===== src/rtl/riscv_mc_pkg.sv =====
// Shared encodings for the multicycle RV32I-subset controller: FSM states, opcodes,
// ALU control codes and datapath mux select codes.
package riscv_mc_pkg;

  typedef enum logic [3:0] {
    StReset    = 4'd0,
    StFetch    = 4'd1,
    StDecode   = 4'd2,
    StMemAdr   = 4'd3,
    StMemRead  = 4'd4,
    StMemWb    = 4'd5,
    StMemWrite = 4'd6,
    StExecuteR = 4'd7,
    StExecuteI = 4'd8,
    StAluWb    = 4'd9,
    StBeq      = 4'd10,
    StJal      = 4'd11
  } state_t;

  localparam logic [6:0] OP_LW  = 7'b0000011;
  localparam logic [6:0] OP_SW  = 7'b0100011;
  localparam logic [6:0] OP_R   = 7'b0110011;
  localparam logic [6:0] OP_I   = 7'b0010011;
  localparam logic [6:0] OP_JAL = 7'b1101111;
  localparam logic [6:0] OP_BEQ = 7'b1100011;

  localparam logic [2:0] ALU_ADD = 3'b000;
  localparam logic [2:0] ALU_SUB = 3'b001;
  localparam logic [2:0] ALU_AND = 3'b010;
  localparam logic [2:0] ALU_OR  = 3'b011;
  localparam logic [2:0] ALU_SLT = 3'b101;

  localparam logic [1:0] ALUOP_ADD   = 2'b00;
  localparam logic [1:0] ALUOP_SUB   = 2'b01;
  localparam logic [1:0] ALUOP_FUNCT = 2'b10;

  localparam logic [1:0] RES_ALUOUT    = 2'b00;
  localparam logic [1:0] RES_DATA      = 2'b01;
  localparam logic [1:0] RES_ALURESULT = 2'b10;

  localparam logic [1:0] SRCA_PC    = 2'b00;
  localparam logic [1:0] SRCA_OLDPC = 2'b01;
  localparam logic [1:0] SRCA_RD1   = 2'b10;

  localparam logic [1:0] SRCB_RD2  = 2'b00;
  localparam logic [1:0] SRCB_IMM  = 2'b01;
  localparam logic [1:0] SRCB_FOUR = 2'b10;

  localparam logic [1:0] IMM_I = 2'b00;
  localparam logic [1:0] IMM_S = 2'b01;
  localparam logic [1:0] IMM_B = 2'b10;
  localparam logic [1:0] IMM_J = 2'b11;

  function automatic logic is_legal_op(logic [6:0] op);
    return (op == OP_LW) || (op == OP_SW) || (op == OP_R) || (op == OP_I) ||
           (op == OP_JAL) || (op == OP_BEQ);
  endfunction

  function automatic logic [1:0] imm_src_of(logic [6:0] op);
    case (op)
      OP_SW:   return IMM_S;
      OP_BEQ:  return IMM_B;
      OP_JAL:  return IMM_J;
      default: return IMM_I;
    endcase
  endfunction

endpackage


===== src/rtl/alu_decoder.sv =====
// Combinational ALUOp/funct to ALUControl mapping. op5 separates R-type sub from
// I-type addi, which shares funct3 000 but has no subtract form.
module alu_decoder
  import riscv_mc_pkg::*;
(
  input  logic [1:0] alu_op_i,
  input  logic [2:0] funct3_i,
  input  logic       op5_i,
  input  logic       funct7b5_i,
  output logic [2:0] alu_control_o
);

  always_comb begin
    alu_control_o = ALU_ADD;
    unique case (alu_op_i)
      ALUOP_ADD: alu_control_o = ALU_ADD;
      ALUOP_SUB: alu_control_o = ALU_SUB;
      ALUOP_FUNCT: begin
        case (funct3_i)
          3'b000:  alu_control_o = (op5_i & funct7b5_i) ? ALU_SUB : ALU_ADD;
          3'b010:  alu_control_o = ALU_SLT;
          3'b110:  alu_control_o = ALU_OR;
          3'b111:  alu_control_o = ALU_AND;
          default: alu_control_o = ALU_ADD;
        endcase
      end
      default: alu_control_o = ALU_ADD;
    endcase
  end

endmodule


===== src/rtl/control_unit_mc.sv =====
// Multicycle main controller: sequences fetch/decode/execute/memory/writeback and
// decodes Moore-style datapath controls from the current state.
module control_unit_mc
  import riscv_mc_pkg::*;
(
  input  logic       clk,
  input  logic       rst_n,
  input  logic [6:0] op,
  input  logic [2:0] funct3,
  input  logic       funct7b5,
  input  logic       zero,
  output logic       PCWrite,
  output logic       AdrSrc,
  output logic       MemWrite,
  output logic       IRWrite,
  output logic       RegWrite,
  output logic [1:0] ResultSrc,
  output logic [1:0] ALUSrcA,
  output logic [1:0] ALUSrcB,
  output logic [1:0] ImmSrc,
  output logic [2:0] ALUControl,
  output logic       illegal,
  output logic       done
);

  state_t     state_q;
  logic       pc_update, branch, mem_write, ir_write, reg_write, illegal_raw, done_raw;
  logic [1:0] alu_op;

  always_ff @(posedge clk) begin
    if (!rst_n) begin
      state_q <= StReset;
    end else begin
      case (state_q)
        StReset:  state_q <= StFetch;
        StFetch:  state_q <= StDecode;
        StDecode: begin
          case (op)
            OP_LW, OP_SW: state_q <= StMemAdr;
            OP_R:         state_q <= StExecuteR;
            OP_I:         state_q <= StExecuteI;
            OP_JAL:       state_q <= StJal;
            OP_BEQ:       state_q <= StBeq;
            default:      state_q <= StFetch;
          endcase
        end
        StMemAdr:                              state_q <= (op == OP_SW) ? StMemWrite : StMemRead;
        StMemRead:                             state_q <= StMemWb;
        StMemWb, StMemWrite, StAluWb, StBeq:   state_q <= StFetch;
        StExecuteR, StExecuteI, StJal:         state_q <= StAluWb;
        default:                               state_q <= StReset;
      endcase
    end
  end

  always_comb begin
    pc_update   = 1'b0;
    branch      = 1'b0;
    mem_write   = 1'b0;
    ir_write    = 1'b0;
    reg_write   = 1'b0;
    illegal_raw = 1'b0;
    done_raw    = 1'b0;
    AdrSrc      = 1'b0;
    ResultSrc   = RES_ALUOUT;
    ALUSrcA     = SRCA_PC;
    ALUSrcB     = SRCB_RD2;
    alu_op      = ALUOP_ADD;
    case (state_q)
      StFetch: begin
        ir_write  = 1'b1;
        pc_update = 1'b1;
        ALUSrcB   = SRCB_FOUR;
        ResultSrc = RES_ALURESULT;
      end
      StDecode: begin
        // Branch target is precomputed here from OldPC + ImmExt.
        ALUSrcA     = SRCA_OLDPC;
        ALUSrcB     = SRCB_IMM;
        illegal_raw = ~is_legal_op(op);
        done_raw    = ~is_legal_op(op);
      end
      StMemAdr: begin
        ALUSrcA = SRCA_RD1;
        ALUSrcB = SRCB_IMM;
      end
      StMemRead: AdrSrc = 1'b1;
      StMemWb: begin
        ResultSrc = RES_DATA;
        reg_write = 1'b1;
        done_raw  = 1'b1;
      end
      StMemWrite: begin
        AdrSrc    = 1'b1;
        mem_write = 1'b1;
        done_raw  = 1'b1;
      end
      StExecuteR: begin
        ALUSrcA = SRCA_RD1;
        alu_op  = ALUOP_FUNCT;
      end
      StExecuteI: begin
        ALUSrcA = SRCA_RD1;
        ALUSrcB = SRCB_IMM;
        alu_op  = ALUOP_FUNCT;
      end
      StAluWb: begin
        reg_write = 1'b1;
        done_raw  = 1'b1;
      end
      StBeq: begin
        ALUSrcA  = SRCA_RD1;
        alu_op   = ALUOP_SUB;
        branch   = 1'b1;
        done_raw = 1'b1;
      end
      StJal: begin
        ALUSrcA   = SRCA_OLDPC;
        ALUSrcB   = SRCB_FOUR;
        pc_update = 1'b1;
      end
      default: ;
    endcase
  end

  // Enables are masked by rst_n so a mid-instruction reset cannot commit state.
  assign PCWrite  = rst_n & ((branch & zero) | pc_update);
  assign MemWrite = rst_n & mem_write;
  assign IRWrite  = rst_n & ir_write;
  assign RegWrite = rst_n & reg_write;
  assign illegal  = rst_n & illegal_raw;
  assign done     = rst_n & done_raw;

  assign ImmSrc = imm_src_of(op);

  alu_decoder u_alu_decoder (
    .alu_op_i      (alu_op),
    .funct3_i      (funct3),
    .op5_i         (op[5]),
    .funct7b5_i    (funct7b5),
    .alu_control_o (ALUControl)
  );

endmodule


===== config.mk =====
export PLATFORM = sky130hd
export DESIGN_NAME = control_unit_mc
export DESIGN_NICKNAME = d
export VERILOG_FILES = /design/src/rtl/riscv_mc_pkg.sv /design/src/rtl/alu_decoder.sv /design/src/rtl/control_unit_mc.sv
export SDC_FILE = /design/constraint.sdc
export NUM_CORES = 1
export LEC_CHECK = 0
export CORE_MARGIN = 2
export CORE_UTILIZATION = 35
export DETAILED_ROUTE_END_ITERATION = 7
export DONT_BUFFER_PORTS = 1
export SYNTH_ARGS = -nofsm -noshare
export SYNTH_HDL_FRONTEND = slang
export SYNTH_SLANG_ARGS = --single-unit

===== constraint.sdc =====
create_clock -name clk -period 1.9 [get_ports clk]
set_input_delay 0.38 -clock clk [delete_from_list [all_inputs] [get_ports clk]]
set_output_delay 0.38 -clock clk [all_outputs]
set_load 0.05 [all_outputs]

==> results of run 1 <==
[cell usage in the layout (no fill, tap or decap), types with 2 or more instances in the layout]
cell type	count
nor3_2	2
nand2b_1	3
a21oi_1	3
xnor2_1	2
buf_12	5
clkbuf_4	3
buf_4	28
inv_1	4
buf_6	2
o21ai_0	2
nand2_1	10
nor2_1	11
dfxtp_2	3
nor2_2	2
or4_1	3
ha_4	2
nand2b_4	3
[through the flow]
step / util (%) / setup slack, ns / total power, uW
6_report: 70.9 / -0.192 / 405
5_1_grt: 70.9 / -0.219 / 429
4_1_cts: 68.2 / -0.180 / 399
3_5_place_dp: 62.0 / -0.0738 / 285
3_3_place_gp: 62.0 / -0.0206 / 282
2_1_floorplan: - / -0.284 / 228
[area by class of cell]
| class | count | share of cell area, % |
|---|---|---|
| inverters | 5 | 1.70 |
| clock buffers | 3 | 2.04 |
| repair buffers | 35 | 30.1 |
| well taps | 16 | 1.81 |
| multi-input cells | 76 | 56.4 |
| flip-flops and latches | 4 | 7.92 |
[worst max path at each step]
stage | from | end | cells past startpoint
2_1_floorplan | state_q[2] | ALUControl[2] | 7
3_3_place_gp | state_q[2] | ALUControl[2] | 6
3_5_place_dp | state_q[3] | ALUControl[2] | 6
4_1_cts | state_q[2] | ALUControl[2] | 6
5_1_grt | state_q[2] | ALUControl[2] | 6
6_report | state_q[2] | ALUControl[2] | 6
[cells by family after synthesis]
group | after synthesis | share of synthesized area [%]
AO/OA/AOI/OAI | 18 | 21.5
adder cells (fa/ha/maj) | 2 | 4.17
XOR/XNOR | 2 | 2.92
AND/OR/NAND/NOR | 53 | 48.5
buffers and inverters | 10 | 7.92
flip-flops | 4 | 13.3
multiplexers | 1 | 1.67
[Yosys cell counts]
master	count	share of area, %
a21oi_1	4	3.3
a22oi_1	1	1.3
a311oi_2	1	2.5
a31oi_1	1	1.0
a32oi_1	1	1.5
a41oi_1	1	1.5
and2_1	1	1.0
and3_1	3	3.1
and4_1	1	1.5
and4bb_2	1	2.1
buf_2	2	1.7
buf_6	1	1.9
clkbuf_1	2	1.3
dfxtp_1	4	13
ha_1	2	4.2
inv_1	5	3.1
mux2i_1	1	1.7
nand2_1	11	6.9
nand2b_1	6	6.3
nand2b_4	1	2.3
nand3_1	1	0.83
nand3b_1	1	1.3
nand4_1	1	1.0
nand4bb_1	1	1.9
nor2_1	14	8.7
nor2b_1	2	2.1
nor3_1	3	2.5
nor3b_1	1	1.3
nor4_1	2	2.1
o21a_1	1	1.3
o21ai_0	2	1.7
o21bai_1	1	1.3
o221ai_1	1	1.5
o22ai_1	2	2.1
o31a_1	1	1.5
o31ai_1	1	1.3
or4_1	3	3.7
xnor2_1	2	2.9
[power by group]
group,internal [uW],total [uW],switching [uW]
combinational,82.8,203,120
sequential,88.7,96.4,7.67
clock,70.7,106,35.4
total,242,405,163
[repair_timing]
action / CTS / global route
gates resized for setup: 14 / 11
pin swaps: 3 / 1
endpoints found under the setup margin: 6 / 6
hold buffers: 0 / 0
buffers inserted: 2 / 0
[routing by layer]
layer / up-vias / share of wire (%) / global-route usage (%)
met2: 24 / 54 / 36.9
met4: 0 / 0.76 / 10.6
li1: 392 / - / -
met1: 371 / 41 / 27.1
met3: 2 / 4.3 / 1.59
met5: - / 0 / 0
==> reports/summary.txt, run 1 <==
FF-to-FF Start: state_q[0]
Slew headroom: 73.7%
worst hold slack: 0.265 ns
Yosys warnings: 0
synthesized area per cell: 6.67 um^2
Final #Nets: 141
starting density of the core: 38.5%
worst slew pin tran: 0.394 ns
Netlist cell types: 38
Post-Syn Instances: 90
CTS tree: done
post-route minimum period: 2.09 ns
pwr/cell area: 366 nW/um^2
fin crit share: 110%
dpl cells: 134
fmax: 478 MHz
Max Root-Sink Buffers: 2
row count: 14
Synth Net Count: 106
worst r2r path cells: 5
RSZ-0062 raised after global routing: true
Hold Path Sink: state_q[0]
Routed Antenna Nets: 0
leak pwr: 0.000436 uW
fin area: 1110 um^2
worst setup margin: -0.192 ns
max reg flops: 4
status: finished, violations left
Final setup viols: 2
GRT Residual Overflow: 0
Worst path max stage delay: 0.33 ns
cell family with the largest share of critical-path delay: simple AND/OR/NAND/NOR gates
Largest Register: state_q
CP required: 1.52 ns
Hold Path Class: in -> reg
crit path buf inv count: 2
vias in the first global route: 751
# IOs: 32
routed vias: 789
DRC viols: 0
Worst-path clk slew: 0.04 ns
largest net degree at the start of global routing: 10
capturing point of the worst reg2reg path: state_q[3]
Layout area overhead: 84.2%
CP Class: reg -> out
die footprint: 2060 um^2
area of the multi-input gates: 624 um^2
core area: 1560 um^2
register area share after synthesis: 13.3%
placed inst area: 966 um^2
post-DR wirelength/cell: 15.2 um
die width: 45.4 um
htree depth: 1
Clk Latency, worst-skew pair: 0.24 ns
setup total negative slack: -0.300 ns
CP cell instances: nand2b_4 > o31a_1 > inv_2 > ha_4 > nor4_4 > buf_12
CTS sink cnt: 4
Post-DP HPWL: 1520 um
Synth Register Bits: 4
final WL: 2110 um
Buffers on Ports: 0
Vias/cell: 5.68
Root Buffer: clkbuf_4
Total Routing Usage GR: 21.6%
Max Slew Vio Count: 0
CP endpoint kind: primary output
hold depth: 2
Slowest cell on crit path: dfxtp_2
CTS Buf Count: 3
number of diodes: 0
Setup Skew: 0.00159 ns
Reg2Reg Setup Slack: 0.32 ns
FF+latch area: 87.6 um^2
global-route wire length before repair: 3280 um
CP arrival: 1.71 ns
Non-Filler Instances: 139
share of cells above drive strength 1: 54.5%
RD Place Congestion: 0.821
DR pass1 iterations: 4
CP Launch Type: register
initial DRC count: 10
Die H: 45.4 um
synthesized area: 601 um^2
Top Registers: state_q (4)
initial antenna violation count: 0
failing checks: negative setup slack
Final Hold Fails: 0
layout filler cell count: 122
Worst VDD drop: 0.224 mV
Hold Crit Start: rst_n
number of max-cap violations: 0
CP Max Fanout: 4
Note: power is estimated with default switching activity, not from simulation.
==> run 2, diff against run 1 <==
HOLD_SLACK_MARGIN = 0.05   (was not set)
==> results of run 2 <==
Same layout as run 1: the final DEF is identical, and so are final timing and power.
